<file path="config.mk">
export PLATFORM = sky130hd
export DESIGN_NAME = hazard_scoreboard_unit
export DESIGN_NICKNAME = d
export VERILOG_FILES = /design/src/rtl/hazard_scoreboard_unit.sv
export SDC_FILE = /design/constraint.sdc
export NUM_CORES = 1
export LEC_CHECK = 0
export CAP_MARGIN = 5
export CORE_ASPECT_RATIO = 1.2
export CORE_MARGIN = 4
export CORE_UTILIZATION = 50
export DETAILED_ROUTE_END_ITERATION = 8
export HOLD_SLACK_MARGIN = 0.12
export PLACE_DENSITY = 0.84
export SYNTH_ARGS = -nofsm -noshare
export SYNTH_HDL_FRONTEND = slang
export SYNTH_SLANG_ARGS = --single-unit
export TNS_END_PERCENT = 5
</file>
<file path="constraint.sdc">
create_clock -name CLOCK -period 5.6 [get_ports CLOCK]
set_input_delay 1.4 -clock CLOCK [delete_from_list [all_inputs] [get_ports CLOCK]]
set_output_delay 1.4 -clock CLOCK [all_outputs]
set_load 0.01 [all_outputs]
</file>
<file path="src/rtl/hazard_scoreboard_unit.sv">
// RAW hazard scoreboard at decode: tracks the last DEPTH destinations and stalls on a source match.
// Define HAZARD_FWD_EN to stall only on load-use against the youngest entry (forwarding build).
module hsu_slot_match #(
  parameter int  REG_ADDR_W = 5,
  parameter bit  LOAD_ONLY  = 1'b0
) (
  input  logic                  valid,
  input  logic [REG_ADDR_W-1:0] dest,
  input  logic                  load,
  input  logic [REG_ADDR_W-1:0] rs,
  input  logic [REG_ADDR_W-1:0] rt,
  output logic                  hit
);
  logic src_hit;
  assign src_hit = ((rs == dest) && (rs != '0)) || ((rt == dest) && (rt != '0));
  assign hit     = valid && src_hit && (!LOAD_ONLY || load);
endmodule

module hazard_scoreboard_unit #(
  parameter int INSTR_W    = 32,
  parameter int REG_ADDR_W = 5,
  parameter int DEPTH      = 3,
  parameter int CNT_W      = 16
) (
  input  logic               CLOCK,
  input  logic               RESET,
  input  logic               instr_valid,
  input  logic [INSTR_W-1:0] instruction,
  input  logic               writes_reg,
  input  logic               dest_sel,
  input  logic               is_load,
  input  logic               flush,
  output logic               Control,
  output logic               PC,
  output logic [CNT_W-1:0]   stall_count
);
`ifdef HAZARD_FWD_EN
  localparam bit FWD = 1'b1;
`else
  localparam bit FWD = 1'b0;
`endif
  localparam int LEN_W = $clog2(DEPTH + 2);

  typedef struct packed {
    logic                  valid;
    logic [REG_ADDR_W-1:0] dest;
    logic                  load;
  } entry_t;

  typedef enum logic {RUN, STALL} state_t;

  entry_t [DEPTH-1:0]    slot;
  logic   [DEPTH-1:0]    hit;
  logic   [DEPTH-1:0]    hit_mask;
  logic [REG_ADDR_W-1:0] rs, rt, rd, dest;
  logic                  hazard;
  logic                  unused_fields;
  state_t                state, state_next;
  logic [LEN_W-1:0]      stall_len, stall_len_next;

  assign rs            = instruction[25:21];
  assign rt            = instruction[20:16];
  assign rd            = instruction[15:11];
  assign dest          = dest_sel ? rd : rt;
  assign unused_fields = ^instruction;

  // With forwarding only the youngest slot can still need a stall (load-use).
  assign hit_mask = FWD ? DEPTH'(1) : {DEPTH{1'b1}};

  for (genvar g = 0; g < DEPTH; g++) begin : g_slot
    hsu_slot_match #(.REG_ADDR_W(REG_ADDR_W), .LOAD_ONLY(FWD)) u_match (
      .valid (slot[g].valid),
      .dest  (slot[g].dest),
      .load  (slot[g].load),
      .rs    (rs),
      .rt    (rt),
      .hit   (hit[g])
    );
  end

  assign hazard  = instr_valid && !flush && |(hit & hit_mask);
  assign Control = !hazard;
  assign PC      = hazard;

  always_ff @(posedge CLOCK or posedge RESET) begin
    if (RESET) begin
      slot <= '0;
    end else if (flush) begin
      slot <= '0;
    end else begin
      slot[0].valid <= instr_valid && writes_reg && (dest != '0) && !hazard;
      slot[0].dest  <= dest;
      slot[0].load  <= is_load;
      for (int i = 1; i < DEPTH; i++) slot[i] <= slot[i-1];
    end
  end

  always_comb begin
    state_next     = RUN;
    stall_len_next = '0;
    case (state)
      RUN: begin
        if (hazard) begin
          state_next     = STALL;
          stall_len_next = LEN_W'(1);
        end
      end
      STALL: begin
        if (hazard) begin
          state_next     = STALL;
          stall_len_next = (stall_len == '1) ? stall_len : stall_len + LEN_W'(1);
        end
      end
      default: begin
        state_next     = RUN;
        stall_len_next = '0;
      end
    endcase
  end

  always_ff @(posedge CLOCK or posedge RESET) begin
    if (RESET) begin
      state       <= RUN;
      stall_len   <= '0;
      stall_count <= '0;
    end else begin
      state     <= state_next;
      stall_len <= stall_len_next;
      if (PC && (stall_count != '1)) stall_count <= stall_count + CNT_W'(1);
    end
  end
endmodule

</file>
==> out/qor.csv <==
stage;metric;value;unit
yosys;synthTopCellsByArea;dfrtp_1 (45%), xnor2_1 (15%), xor2_1 (6.1%);
yosys;syn_inst;177;
clocking;cts.sinks;34;
critical_path;r2r_slack;3.40;ns
sta;skew;0.00592;ns
sta;period_share;95.6;%
place;post_dp_cell_area;0.00232;mm^2
clocking;cts_resized;0;
critical_path;r2r_cells;7;
power;swShare;25.2;%
yosys;yosysMostFrequentCell;dfrtp_1;
critical_path;r2r_start;stall_count[0];
yosys;synth_edf_count;0;
sta;fin_worst_hold_slack;0.491;ns
critical_path;critPathArrivalTime;3.95;ns
sta;setup_tns;0;ns
route;drt-total-wl;4220;um
sta;setup_violations;0;
floorplan;coreArea;0.00363;mm^2
status;status;completed;
route;vias;1454;
critical_path;crit_required;4.20;ns
layout;drive_above_1_share;8.60;%
global_route;gr-usage-all-layers;20.0;%
critical_path;endpoint_kind;output pin;
floorplan;die_area;0.00479;mm^2
layout;syn_to_final_growth;28.7;%
floorplan;die_x;63.9;um
clocking;htreeDepth;2;
global_route;grt_remaining_overflow;0;
critical_path;r2r-end;stall_count[1];
yosys;synth_nets;217;
critical_path;path_class;primary input to output pin;
route;ant_nets;0;
clocking;clock_latency;0.29;ns
power;comb_power_share;14.5;%
route;via_per_inst;5.33;
sta;period_minus_slack;5.35;ns
floorplan;start_util;51.5;%
power;leakagePower;1.03;nW
clocking;cts_buffer_depth;2;
yosys;synth_top_area_cell;dfrtp_1;
clocking;cts-root-buf;clkbuf_8;
sta;slew_headroom;68.7;%
sta;slew_violations;0;
layout;nNetsFinal;260;
place;portBuffers;38;
route;drt_iter0_markers;90;
yosys;yosys_most_used_dff;dfrtp_1;
global_route;grt_max_degree;35;
yosys;ys_warn_count;0;
critical_path;crit_path_start_kind;primary input;
power;seqPwrFrac;49.6;%
yosys;avgSynthCellArea;10.6;um^2
route;dr.pass1.iters;4;
route;drc;0;
hold_path;hp-class;flop to flop;
sta;hold_violations;0;
critical_path;critPathLaunch;instruction[22];
layout;final_area;0.00241;mm^2
floorplan;die_y;75.0;um
global_route;grt_pass1_wl;7350;um
yosys;synth-seq-area-share;45.5;%
clocking;holdBufCountCts;0;
yosys;synth.top_cell.area_share;45.5;%
place;place.gp.congestion;0.833;
clocking;cts-buffers-inserted;5;
clocking;post_cts_buffers;0;
critical_path;critPathCapture;Control;
power;clkPwrFrac;35.9;%
power;p_sw;133;uW
yosys;ys_ff_latch;34;
power;cell_internal_pwr;394;uW
sta;worstMarginPinSlew;0.470;ns
yosys;synth_area;0.00187;mm^2
clocking;clkSlewWorstSetupHoldPaths;0.07;ns
sta;fmax;187;MHz
critical_path;crit_fanout;4;
clocking;cts_tree;built;
floorplan;fp-row-count;24;
place;dp_hpwl;3050;um
yosys;ys_types;34;
floorplan;pin_count;57;
layout;n_antenna_cell;0;
power;power_density;219;mW/mm^2
sta;rsz0062_at_grt;false;
power;peakVddDrop;0.137;mV
global_route;grt_pass1_vias;1579;
global_route;grt_antenna_before_repair;0;
route;wl_per_cell;15.5;um
yosys;synth_commonest_cells;dfrtp_1 (34), xnor2_1 (31), xor2_1 (13);
yosys;async_flop_share;100;%
flow_run;maxCapViolCount;0;
[power groups by stage]
stage | logic [mW] | registers [mW] | clock network [mW]
6_report | 0.0763 | 0.261 | 0.189
5_1_grt | 0.0842 | 0.262 | 0.206
4_1_cts | 0.0770 | 0.261 | 0.196
3_5_place_dp | 0.0766 | 0.266 | 0
3_3_place_gp | 0.0753 | 0.266 | 0
2_1_floorplan | 0.0424 | 0.265 | 0
[final cells by class]
type | instances | area [um^2]
clock buffer | 7 | 86.3
clock inverter | 1 | 5.00
fill | 283 | 1220
inverter | 3 | 11.3
multi-input combinational | 133 | 972
sequential | 34 | 851
tap | 52 | 65.1
timing repair buffer | 43 | 418
[cells in the final DEF, fill, tap and decap left out]
cell	n
o211ai_1	5
or3_1	1
o31ai_1	1
and3_1	2
a222oi_1	1
clkbuf_1	1
clkbuf_8	6
clkinv_2	1
nor3_1	9
buf_4	5
or4_4	2
clkdlybuf4s50_1	38
and4bb_1	1
mux2_4	2
o211ai_2	1
dfrtp_1	34
nor4_1	2
xor2_1	13
nand3_1	10
o22ai_1	3
nor2b_1	12
ha_1	1
nor4bb_1	1
mux2i_1	5
nand2b_1	3
or4_1	1
nand2_1	5
xnor2_1	31
nand4_1	6
nor2_2	1
or2_2	1
inv_1	3
and2_1	1
nor2_1	8
nor3b_1	4
[metal layers]
metal / global-route usage [%] / vias up / share of wire, %
met5: 0 / - / 0
met4: 6.71 / 0 / 1.5
met3: 6.87 / 8 / 5.8
met2: 34.1 / 45 / 51
met1: 23.8 / 703 / 42
li1: - / 698 / -
[worst min path at each step]
stage	start	endpoint	cells after the start
after CTS	stall_count[6]	stall_count[6]	1
final	stall_count[6]	stall_count[6]	1
after detailed placement	slot[6]	slot[13]	1
after global routing	slot[6]	slot[13]	1
after global placement	slot[13]	slot[20]	1
after floorplan	slot[13]	slot[20]	1
[critical path, cell delays in order]
cell and delay [ns]:
clkdlybuf4s50_1 0.52, or4_4 0.59, o211ai_1 0.18, o22ai_1 0.13, a222oi_1 0.41, or2_2 0.20
clkdlybuf4s50_1 0.53
[metrics by stage]
step / instances / total power, mW / setup WS [ns] / utilization [%]
after floorplan: 177 / 0.308 / 1.19 / -
after global placement: 265 / 0.341 / 0.278 / 63.8
after detailed placement: 265 / 0.342 / 0.240 / 63.8
after CTS: 273 / 0.534 / 0.232 / 66.3
after global routing: 273 / 0.553 / 0.168 / 66.3
final: 273 / 0.527 / 0.247 / 66.3
[flip-flops by register name, indices dropped and copies added, names as in the netlist]
register and count:
stall_count 16, slot 18
[cells by family (layout without fill, tap and decap cells)]
logic type,after synthesis,count (layout),synth area share (%)
AOI/OAI and AO/OA,11,11,4.61
xor gates and xnor gates,44,44,20.6
adders and majority gates,1,1,0.668
buffers and inverters,10,54,2.61
DFF,34,34,45.5
muxes,7,7,4.28
and+or+nand+nor,70,70,21.8
Note: power is estimated with default switching activity, not from simulation.
